--- src/rtl/store_pkg.sv ---
// Shared definitions for the store alignment buffer: store mode encodings
// and small width helpers used by the formatter and the queue.
package store_pkg;

  localparam logic [2:0] ST_SB  = 3'b000;
  localparam logic [2:0] ST_SH  = 3'b001;
  localparam logic [2:0] ST_SW  = 3'b010;
  localparam logic [2:0] ST_SWL = 3'b011;
  localparam logic [2:0] ST_SWR = 3'b100;

  // Number of byte-offset bits inside one bus line.
  function automatic int ofsWidth(input int dataW);
    return $clog2(dataW / 8);
  endfunction

  // Number of line-tag bits for a byte address of width addrW.
  function automatic int tagWidth(input int addrW, input int dataW);
    return addrW - ofsWidth(dataW);
  endfunction

endpackage

--- src/rtl/store_lane_fmt.sv ---
// Combinational store formatter: turns a GPR value plus mode and low address
// bits into lane-placed write data and byte strobes for a DATA_W-wide bus.
// Unstrobed bytes are driven to zero.
module store_lane_fmt
  import store_pkg::*;
#(
  parameter int DATA_W = 32
) (
  input  logic [2:0]                     mode,
  input  logic [$clog2(DATA_W/8)-1:0]    addrOfs,
  input  logic [31:0]                    data,
  output logic [DATA_W/8-1:0]            strb,
  output logic [DATA_W-1:0]              wdata,
  output logic                           illegal
);

  localparam int BYTES = DATA_W / 8;
  localparam int OFS_W = ofsWidth(DATA_W);

  logic [1:0]        k_s;
  logic [OFS_W-1:0]  slot_s;
  logic [3:0]        wordStrb_s;
  logic [31:0]       wordData_s;
  logic [BYTES-1:0]  wideStrb_s;
  logic [DATA_W-1:0] wideData_s;

  assign k_s    = addrOfs[1:0];
  // Word slot within the line; collapses to zero on a 32-bit bus.
  assign slot_s = addrOfs >> 2;

  // Build the strobe/data pattern for one 32-bit word according to the mode.
  always_comb begin
    wordStrb_s = 4'b0000;
    wordData_s = 32'h0000_0000;
    illegal    = 1'b0;
    case (mode)
      ST_SB: begin
        wordStrb_s = 4'b0001 << k_s;
        wordData_s = {24'h00_0000, data[7:0]} << {k_s, 3'b000};
      end
      ST_SH: begin
        wordStrb_s = 4'b0011 << {k_s[1], 1'b0};
        wordData_s = {16'h0000, data[15:0]} << {k_s[1], 4'b0000};
      end
      ST_SW: begin
        wordStrb_s = 4'b1111;
        wordData_s = data;
      end
      ST_SWL: begin
        // Most significant k+1 bytes of the register land in lanes 0..k.
        wordStrb_s = 4'b1111 >> (2'd3 - k_s);
        wordData_s = data >> {2'd3 - k_s, 3'b000};
      end
      ST_SWR: begin
        // Least significant 4-k bytes of the register land in lanes k..3.
        wordStrb_s = 4'b1111 << k_s;
        wordData_s = data << {k_s, 3'b000};
      end
      default: begin
        illegal = 1'b1;
      end
    endcase
  end

  // Move the word pattern into its slot on the full bus.
  always_comb begin
    wideStrb_s       = '0;
    wideStrb_s[3:0]  = wordStrb_s;
    wideData_s       = '0;
    wideData_s[31:0] = wordData_s;
    strb             = wideStrb_s << {slot_s, 2'b00};
    wdata            = wideData_s << {slot_s, 5'b00000};
  end

endmodule

--- src/rtl/store_align_buffer.sv ---
// Store path between MEM and the data-memory write port: formats stores,
// queues them (optionally merging same-line stores into the tail entry),
// drains them under an addr_ok/data_ok handshake with a bounded number of
// outstanding writes, and reports when a load's line is still pending.
module store_align_buffer
  import store_pkg::*;
#(
  parameter int DATA_W    = 32,
  parameter int ADDR_W    = 32,
  parameter int DEPTH     = 4,
  parameter int MAX_OUTST = 2,
  parameter bit MERGE_EN  = 1'b1
) (
  input  logic                clk,
  input  logic                resetn,
  input  logic                in_valid,
  output logic                in_ready,
  input  logic [2:0]          in_mode,
  input  logic [ADDR_W-1:0]   in_addr,
  input  logic [31:0]         in_data,
  output logic                mem_req,
  output logic [ADDR_W-1:0]   mem_addr,
  output logic [DATA_W/8-1:0] mem_wstrb,
  output logic [DATA_W-1:0]   mem_wdata,
  input  logic                mem_addr_ok,
  input  logic                mem_data_ok,
  input  logic [ADDR_W-1:0]   ld_addr,
  output logic                ld_hit,
  output logic                idle,
  output logic                err_illegal
);

  localparam int BYTES  = DATA_W / 8;
  localparam int OFS_W  = ofsWidth(DATA_W);
  localparam int TAG_W  = tagWidth(ADDR_W, DATA_W);
  localparam int PTR_W  = $clog2(DEPTH);
  localparam int CNT_W  = PTR_W + 1;
  localparam int OUT_W  = $clog2(MAX_OUTST + 1);
  localparam int RING_W = (MAX_OUTST > 1) ? $clog2(MAX_OUTST) : 1;

  // Queue storage
  logic [TAG_W-1:0]  qTag_r  [DEPTH];
  logic [BYTES-1:0]  qStrb_r [DEPTH];
  logic [DATA_W-1:0] qData_r [DEPTH];
  logic [PTR_W-1:0]  headPtr_r;
  logic [PTR_W-1:0]  tailPtr_r;
  logic [PTR_W-1:0]  lastPtr_s;
  logic [CNT_W-1:0]  count_r;
  logic [PTR_W-1:0]  slotOfs_s [DEPTH];
  logic [DEPTH-1:0]  qValid_s;

  // Outstanding writes and the lines they target
  logic [OUT_W-1:0]     outst_r;
  logic [TAG_W-1:0]     flTag_r [MAX_OUTST];
  logic [MAX_OUTST-1:0] flValid_r;
  logic [RING_W-1:0]    flWr_r;
  logic [RING_W-1:0]    flRd_r;

  logic              errIllegal_r;
  logic [BYTES-1:0]  fmtStrb_s;
  logic [DATA_W-1:0] fmtData_s;
  logic              fmtIllegal_s;
  logic [DATA_W-1:0] mergeData_s;
  logic [TAG_W-1:0]  inTag_s;
  logic [TAG_W-1:0]  ldTag_s;
  logic              full_s;
  logic              empty_s;
  logic              mergeOk_s;
  logic              accept_s;
  logic              push_s;
  logic              merge_s;
  logic              pop_s;
  logic              retire_s;
  logic              hit_s;
  logic              unusedLdOfs_s;

  function automatic logic [RING_W-1:0] ringNext(input logic [RING_W-1:0] p);
    return (p == RING_W'(MAX_OUTST - 1)) ? RING_W'(0) : p + RING_W'(1);
  endfunction

  store_lane_fmt #(.DATA_W(DATA_W)) uFmt (
    .mode    (in_mode),
    .addrOfs (in_addr[OFS_W-1:0]),
    .data    (in_data),
    .strb    (fmtStrb_s),
    .wdata   (fmtData_s),
    .illegal (fmtIllegal_s)
  );

  assign inTag_s       = in_addr[ADDR_W-1:OFS_W];
  assign ldTag_s       = ld_addr[ADDR_W-1:OFS_W];
  assign unusedLdOfs_s = ^ld_addr[OFS_W-1:0];
  assign lastPtr_s     = tailPtr_r - PTR_W'(1);
  assign full_s        = (count_r == CNT_W'(DEPTH));
  assign empty_s       = (count_r == CNT_W'(0));
  // Requiring two entries keeps the head (which may be issuing) out of merges.
  assign mergeOk_s     = MERGE_EN && (count_r >= CNT_W'(2)) && (qTag_r[lastPtr_s] == inTag_s);
  assign in_ready      = !full_s || mergeOk_s;
  assign accept_s      = in_valid && in_ready;
  assign push_s        = accept_s && !fmtIllegal_s && !mergeOk_s;
  assign merge_s       = accept_s && !fmtIllegal_s && mergeOk_s;
  assign mem_req       = !empty_s && (outst_r < OUT_W'(MAX_OUTST));
  assign pop_s         = mem_req && mem_addr_ok;
  // A data_ok with nothing outstanding (e.g. left over from before a reset) is dropped.
  assign retire_s      = mem_data_ok && (outst_r != OUT_W'(0));
  assign mem_addr      = {qTag_r[headPtr_r], {OFS_W{1'b0}}};
  assign mem_wstrb     = qStrb_r[headPtr_r];
  assign mem_wdata     = qData_r[headPtr_r];
  assign ld_hit        = hit_s;
  assign idle          = empty_s && (outst_r == OUT_W'(0));
  assign err_illegal   = errIllegal_r;

  // Byte-wise overlay of the incoming store onto the tail entry.
  always_comb begin
    mergeData_s = qData_r[lastPtr_s];
    for (int b = 0; b < BYTES; b++) begin
      if (fmtStrb_s[b]) begin
        mergeData_s[8*b +: 8] = fmtData_s[8*b +: 8];
      end else begin
        mergeData_s[8*b +: 8] = qData_r[lastPtr_s][8*b +: 8];
      end
    end
  end

  // Mark which queue slots currently hold live entries.
  always_comb begin
    for (int i = 0; i < DEPTH; i++) begin
      slotOfs_s[i] = PTR_W'(i) - headPtr_r;
      qValid_s[i]  = ({1'b0, slotOfs_s[i]} < count_r);
    end
  end

  // Load hazard: any live queue entry or in-flight write on the load's line.
  always_comb begin
    hit_s = 1'b0;
    for (int i = 0; i < DEPTH; i++) begin
      hit_s = hit_s | (qValid_s[i] && (qTag_r[i] == ldTag_s));
    end
    for (int j = 0; j < MAX_OUTST; j++) begin
      hit_s = hit_s | (flValid_r[j] && (flTag_r[j] == ldTag_s));
    end
  end

  // Queue entry storage: new entries at the tail, merges folded into the last entry.
  always_ff @(posedge clk or negedge resetn) begin
    if (!resetn) begin
      for (int i = 0; i < DEPTH; i++) begin
        qTag_r[i]  <= '0;
        qStrb_r[i] <= '0;
        qData_r[i] <= '0;
      end
    end else if (push_s) begin
      qTag_r[tailPtr_r]  <= inTag_s;
      qStrb_r[tailPtr_r] <= fmtStrb_s;
      qData_r[tailPtr_r] <= fmtData_s;
    end else if (merge_s) begin
      qStrb_r[lastPtr_s] <= qStrb_r[lastPtr_s] | fmtStrb_s;
      qData_r[lastPtr_s] <= mergeData_s;
    end
  end

  // Queue pointers and occupancy.
  always_ff @(posedge clk or negedge resetn) begin
    if (!resetn) begin
      headPtr_r <= PTR_W'(0);
      tailPtr_r <= PTR_W'(0);
      count_r   <= CNT_W'(0);
    end else begin
      if (pop_s) begin
        headPtr_r <= headPtr_r + PTR_W'(1);
      end
      if (push_s) begin
        tailPtr_r <= tailPtr_r + PTR_W'(1);
      end
      case ({push_s, pop_s})
        2'b10:   count_r <= count_r + CNT_W'(1);
        2'b01:   count_r <= count_r - CNT_W'(1);
        default: count_r <= count_r;
      endcase
    end
  end

  // Outstanding-write counter: +1 per accepted issue, -1 per completion.
  always_ff @(posedge clk or negedge resetn) begin
    if (!resetn) begin
      outst_r <= OUT_W'(0);
    end else begin
      case ({pop_s, retire_s})
        2'b10:   outst_r <= outst_r + OUT_W'(1);
        2'b01:   outst_r <= outst_r - OUT_W'(1);
        default: outst_r <= outst_r;
      endcase
    end
  end

  // Ring of in-flight line tags; completions retire in issue order.
  always_ff @(posedge clk or negedge resetn) begin
    if (!resetn) begin
      for (int j = 0; j < MAX_OUTST; j++) begin
        flTag_r[j] <= '0;
      end
      flValid_r <= '0;
      flWr_r    <= RING_W'(0);
      flRd_r    <= RING_W'(0);
    end else begin
      if (pop_s) begin
        flTag_r[flWr_r]   <= qTag_r[headPtr_r];
        flValid_r[flWr_r] <= 1'b1;
        flWr_r            <= ringNext(flWr_r);
      end
      if (retire_s) begin
        flValid_r[flRd_r] <= 1'b0;
        flRd_r            <= ringNext(flRd_r);
      end
    end
  end

  // One-cycle pulse when an illegal mode is accepted and dropped.
  always_ff @(posedge clk or negedge resetn) begin
    if (!resetn) begin
      errIllegal_r <= 1'b0;
    end else begin
      errIllegal_r <= accept_s && fmtIllegal_s;
    end
  end

endmodule

--- config.mk ---
export PLATFORM = sky130hd
export DESIGN_NAME = store_align_buffer
export DESIGN_NICKNAME = d
export VERILOG_FILES = /design/src/rtl/store_pkg.sv /design/src/rtl/store_lane_fmt.sv /design/src/rtl/store_align_buffer.sv
export SDC_FILE = /design/constraint.sdc
export NUM_CORES = 1
export LEC_CHECK = 0
export CORE_UTILIZATION = 30
export CTS_BUF_LIST = sky130_fd_sc_hd__clkbuf_16
export DETAILED_ROUTE_END_ITERATION = 8
export PLACE_DENSITY = 0.52
export SLEW_MARGIN = 20
export SYNTH_ARGS = -nofsm -noshare
export SYNTH_HDL_FRONTEND = slang
export SYNTH_SLANG_ARGS = --single-unit
--- constraint.sdc ---
create_clock -name clk -period 13.7 [get_ports clk]
set_clock_uncertainty 0.05 [all_clocks]
set_input_delay 2.055 -clock clk [delete_from_list [all_inputs] [get_ports clk]]
set_output_delay 2.055 -clock clk [all_outputs]
set_load 0.02 [all_outputs]
# Word-level counts from Yosys, hierarchy flattened
# Cells that the tools add are included.
# totals
reg_bits	338
in_bits	104
# classes
add_sub_neg	14
n_lt_le_gt_ge	17
n_eq_ne	16
shifts	8
n_mux	57
bitwise	13
n_reduce_logical	33
# ops
op	n
bitwise mux 128 bit	2
2-to-1 mux 128 bit	2
== test 30 bit	7
2-to-1 mux 32 bit	6
2-to-1 mux 30 bit	6
one-hot mux 32 bit (5 select lines)	1
binary-select mux 32 bit (select 2 bit)	2
demux 32 bit (select 2 bit)	2
binary-select mux 30 bit (select 2 bit)	2
bitwise mux 120 bit	1
bitwise mux 60 bit	1
demux 30 bit (select 2 bit)	1
bitwise mux 16 bit	2
2-to-1 mux 16 bit	2
2-to-1 mux 8 bit	4
left shift 16 x 5 -> 32 bit	1
left shift 32 x 5 -> 32 bit	1
left shift 8 x 5 -> 32 bit	1
right shift 32 x 5 -> 32 bit	1
demux 30 bit (select 1 bit)	1
2-to-1 mux 4 bit	6
logical AND 1 bit	21
one-hot mux 4 bit (5 select lines)	1
binary-select mux 4 bit (select 2 bit)	2
other kinds (44)	82

# Longest topological paths before layout
# logic_depth
ltp_word	13
depth_mapped	20
mapped_depth_nobuf	14

# Hierarchy
# A second synthesis with hierarchy kept.
# hier_totals
hier_cells	1976
area_unflattened_um2	23258.6
# by_module_without_submodules
module	n_inst	cells_each	area_each_um2	seq_area_each_um2
store_align_buffer	1	1795	21767.1	8458.1
store_lane_fmt	1	181	1491.4	0.0

# Worst setup path after synthesis
# OpenSTA, ideal clock, no wires.
# synth_path
kind	input to output
startpoint	input in_addr[17]
endpoint	output in_ready
arrival_time_ps	3751
setup_slack_ps	7844
stages	8
path_buffers	2
path_cell_list	clkbuf_1 > nor2_1 > a32o_1 > a2111o_1 > nor4_1 > buf_2 > nand2_1 > nand2_1
# synth_via
elab_chain_len	3
# synth_rtl
item	line	source
from (decl)	store_align_buffer.sv:19	input logic [ADDR_W-1:0] in_addr,
== test 30 bit	store_align_buffer.sv:97	assign mergeOk_s = MERGE_EN && (count_r >= CNT_W'(2)) && (qTag_r[lastPtr_s] == inTag_s);
logical AND 1 bit	store_align_buffer.sv:97	
logical OR 1 bit	store_align_buffer.sv:98	assign in_ready = !full_s || mergeOk_s;
to (decl)	store_align_buffer.sv:17	output logic in_ready,
# No other way between the ends.

# Worst setup path after layout
# layout_path
startpoint	register tailPtr_r[0]
endpoint	output in_ready
# layout_via
elab_chain_len	8
# layout_rtl
item	line	source
from (decl)	store_align_buffer.sv:46	logic [PTR_W-1:0] tailPtr_r;
from (signal assigned)	store_align_buffer.sv:173	tailPtr_r <= tailPtr_r + PTR_W'(1);
subtractor 2 x 1 -> 2 bit	store_align_buffer.sv:93	assign lastPtr_s = tailPtr_r - PTR_W'(1);
net lastPtr_s[0]	store_align_buffer.sv:47	logic [PTR_W-1:0] lastPtr_s;
inverter 2 -> 3 bit (not written as such)	store_align_buffer.sv:97	
binary-select mux 30 bit (select 2 bit)	store_align_buffer.sv:97	
2-to-1 mux 30 bit (not written as such) (2 in series)	store_align_buffer.sv:97	
== test 30 bit	store_align_buffer.sv:97	
logical AND 1 bit	store_align_buffer.sv:97	
logical OR 1 bit	store_align_buffer.sv:98	
# The timed path passes the listed nets, and every way through them passes these cells. The select of a mux whose other input is x is not followed.

==> qor.yml <==
status:
  status: "completed"
place:
  io_buffers: 172
  gp_congestion: 0.9665
  detailed_place_hpwl_um: 54630
drt:
  drt-met1-wl_um: 34250
  vias_per_cell: 5.922
  route.detailed.drc: 0
  wl_um: 81850
  maxUsedRoutingLayer: "met5"
  drt_iter0_drc: 2204
  met2_wirelength_um: 38160
  vias: 18160
  routedWlPerCell_um: 26.69
  postRouteAntennaNets: 0
  first_pass_iters: 8
  wl_met3_um: 6449
power:
  leakagePower_uw: 0.01030
  power_switching_uw: 2878
  p_per_area_nw_per_um2: 260.2
  swShare_pct: 43.82
  power_frac_seq_pct: 29.7
  comb_power_share_pct: 53.6
  ir_worst_vdd_uv: 150.0
  p_clk_share_pct: 16.7
  power.internal_uw: 3691
  power_uw: 6569
synthesis:
  synth_edf_count: 0
  synth_most_common_cell: "nand2_1"
  async_reset_ff_share_pct: 100.0
  synth_top_area_share_pct: 39.67
  syn-instance-count: 2033
  synth_area_sq_um: 21320
  ys_ff_latch: 338
  synthTopCellsByArea: "dfrtp_1 40%, mux4_2 13%, nand2_1 6.6%"
  synth-main-ff-cell: "dfrtp_1"
  netlist_top_cells_count: "375 x nand2_1, 338 x dfrtp_1, 146 x xnor2_1"
  yosysUniqueCellTypes: 70
  yosysTopAreaCell: "dfrtp_1"
  ys_seq_area_share_pct: 39.67
  yosys_warnings: 0
  syn_avg_cell_area_sq_um: 10.49
sta:
  period_needed_ns: 8.560
  tightest_slew_ns: 1.116
  setup_viol_count_final: 0
  min_period_over_period_pct: 62.48
  report.final.slew_viol_count: 0
  max_freq_mhz: 116.8
  hold_violations: 0
  rsz0062_at_grt: "no"
  slew_headroom_pct: 25.05
  finalSetupTns_ns: 0
clock_network:
  cts_setup_buffers: 0
  cts.clk_slew.worst_paths_ns: 0.06
  cts_sinks: 338
  cts_tree: "done"
  ctsHtreeMaxLevel: 2
  cts-resized-gates: 0
  root_buffer: "clkbuf_16"
  cts_hold_buffers: 0
  cts_buffers: 42
  insertion_delay_ns: 0.61
  cts.path.max_buffers: 3
floorplanning:
  core.rowCount: 97
  die_x_um: 268.6
  core_area_sq_um: 70150
  start_util_pct: 30.39
  die_h_um: 268.6
  pin_count: 177
  dieArea_sq_um: 72140
grt:
  antenna_found_initial: 2
  globalRouteTotalUtil_pct: 22.47
  grt_max_degree: 83
  grt_pass1_vias: 18230
  gr-total-overflow: 0
  grt_pass1_wl_um: 121200
worst_setup_path:
  end_kind: "output port"
  required_ns: 11.60
  arrival_ns: 6.45
  critPathMaxFanout: 45
  path_class: "reg2out"
  crit_path_start_kind: "register"
finish:
  multi_input_area_sq_um: 12170
  area_delta_synth_final_pct: 18.40
  drive_gt1_share_pct: 15.19
  regArea_sq_um: 8469
  nets: 2216
  diodes: 0
  nFillCells: 6978
run:
  max_cap_violations: 0
hold_path:
  hp-class: "reg2reg"
[routing by layer]
metal,up-vias,GRT usage [%]
met2,1020,35.44
met4,4,7.908
li1,7733,-
met5,-,0
met1,9242,31.06
met3,164,3.699
[placed cells by master (no fill, tap or decap), drive strengths merged, types with 5 or more instances in the layout]
cell           instances
a21o                  12
a31oi                 27
nand2b                 8
nor2b                  5
nand3                  8
a21boi                31
nor3                  15
buf                   40
a21oi                 32
nand4                 35
and3                   7
xnor2                146
inv                   38
a221oi                11
o211ai                 6
mux4                 119
nor2                  30
o32a                   5
a22o                 107
o21ai                 26
and2                  12
clkinv                 7
xor2                  71
o2111ai                5
clkdlybuf4s50        170
nor4                  31
mux2                  73
a222oi                18
ha                    10
o2bb2ai               25
a32oi                 20
a22oi                 14
nand2                375
clkbuf                43
dfrtp                338
mux2i                 33
o22ai                108
o22a                  15
[per-stage QoR]
| stage | hold slack [ns] | cells | area (sq um) | setup slack, ns | utilization, % |
|---|---|---|---|---|---|
| floorplan | 0.4097 | 2034 | 21320 | 7.844 | - |
| global placement | 0.4353 | 2996 | 23900 | 5.881 | 34.07 |
| detailed placement | 0.4437 | 2996 | 23900 | 5.851 | 34.07 |
| CTS | 0.4593 | 3066 | 25210 | 5.239 | 35.94 |
| global route | 0.4731 | 3067 | 25240 | 4.935 | 35.99 |
| finish | 0.4541 | 3067 | 25240 | 5.140 | 35.99 |
[state kept, by name, indices dropped and copies added (netlist names), 2 cells and up]
name,flops
flValid_r,2
outst_r,2
headPtr_r,2
qData_r,128
count_r,3
qTag_r,120
qStrb_r,16
flTag_r,60
tailPtr_r,2
[logic make-up after synthesis]
kind of cell    count (synthesis)  synth area share [%]
simple gates                  543                 11.30
compound gates                488                 17.34
flops                         338                 39.67
mux                           225                 17.98
xor+xnor                      217                 8.914
buf+inv                       210                 4.108
fa+ha+maj                      11                0.6808
other cells                     1               0.01759
[layout make-up]
type / instances / share of cell area (%)
Tap cell: 940 / 4.659
Clock buffer: 43 / 4.262
Clock inverter: 27 / 0.9467
Timing Repair Buffer: 210 / 8.044
Multi-Input combinational cell: 1486 / 48.20
Inverter: 23 / 0.3420
Sequential cell: 338 / 33.55
[critical path, stage by stage (launching register included)]
cell and delay, ns:
dfrtp_4 0.80, inv_2 0.26, ha_4 0.81, buf_4 0.75
mux2i_1 0.23, a221oi_1 0.68, o2111ai_1 0.35, nor4_2 0.46
buf_4 0.29, nand2_1 0.26, nand2_1 0.25, clkdlybuf4s50_1 0.65
[worst paths after layout]
path | start | end | slack, ns | cells past startpoint
max in group asynchronous | resetn | qData_r[106] | 9.44 | 4
min reg2reg | flRd_r | flRd_r | 0.45 | 1
min in group asynchronous | resetn | flTag_r[35] | 1.40 | 1
min | flRd_r | flRd_r | 0.45 | 1
max | tailPtr_r[0] | in_ready | 5.14 | 11
max reg2reg | tailPtr_r[0] | qData_r[55] | 6.34 | 12
[power by group through the flow]
stage          clock, uW  combinational (uW)  sequential (uW)
6_report            1100                3520             1950
3_3_place_gp           0                3460             1910
4_1_cts             1120                3510             1930
3_5_place_dp           0                3490             1950
2_1_floorplan          0                2410             1720
5_1_grt             1160                3730             2000
(Power assumes the default switching activity.)
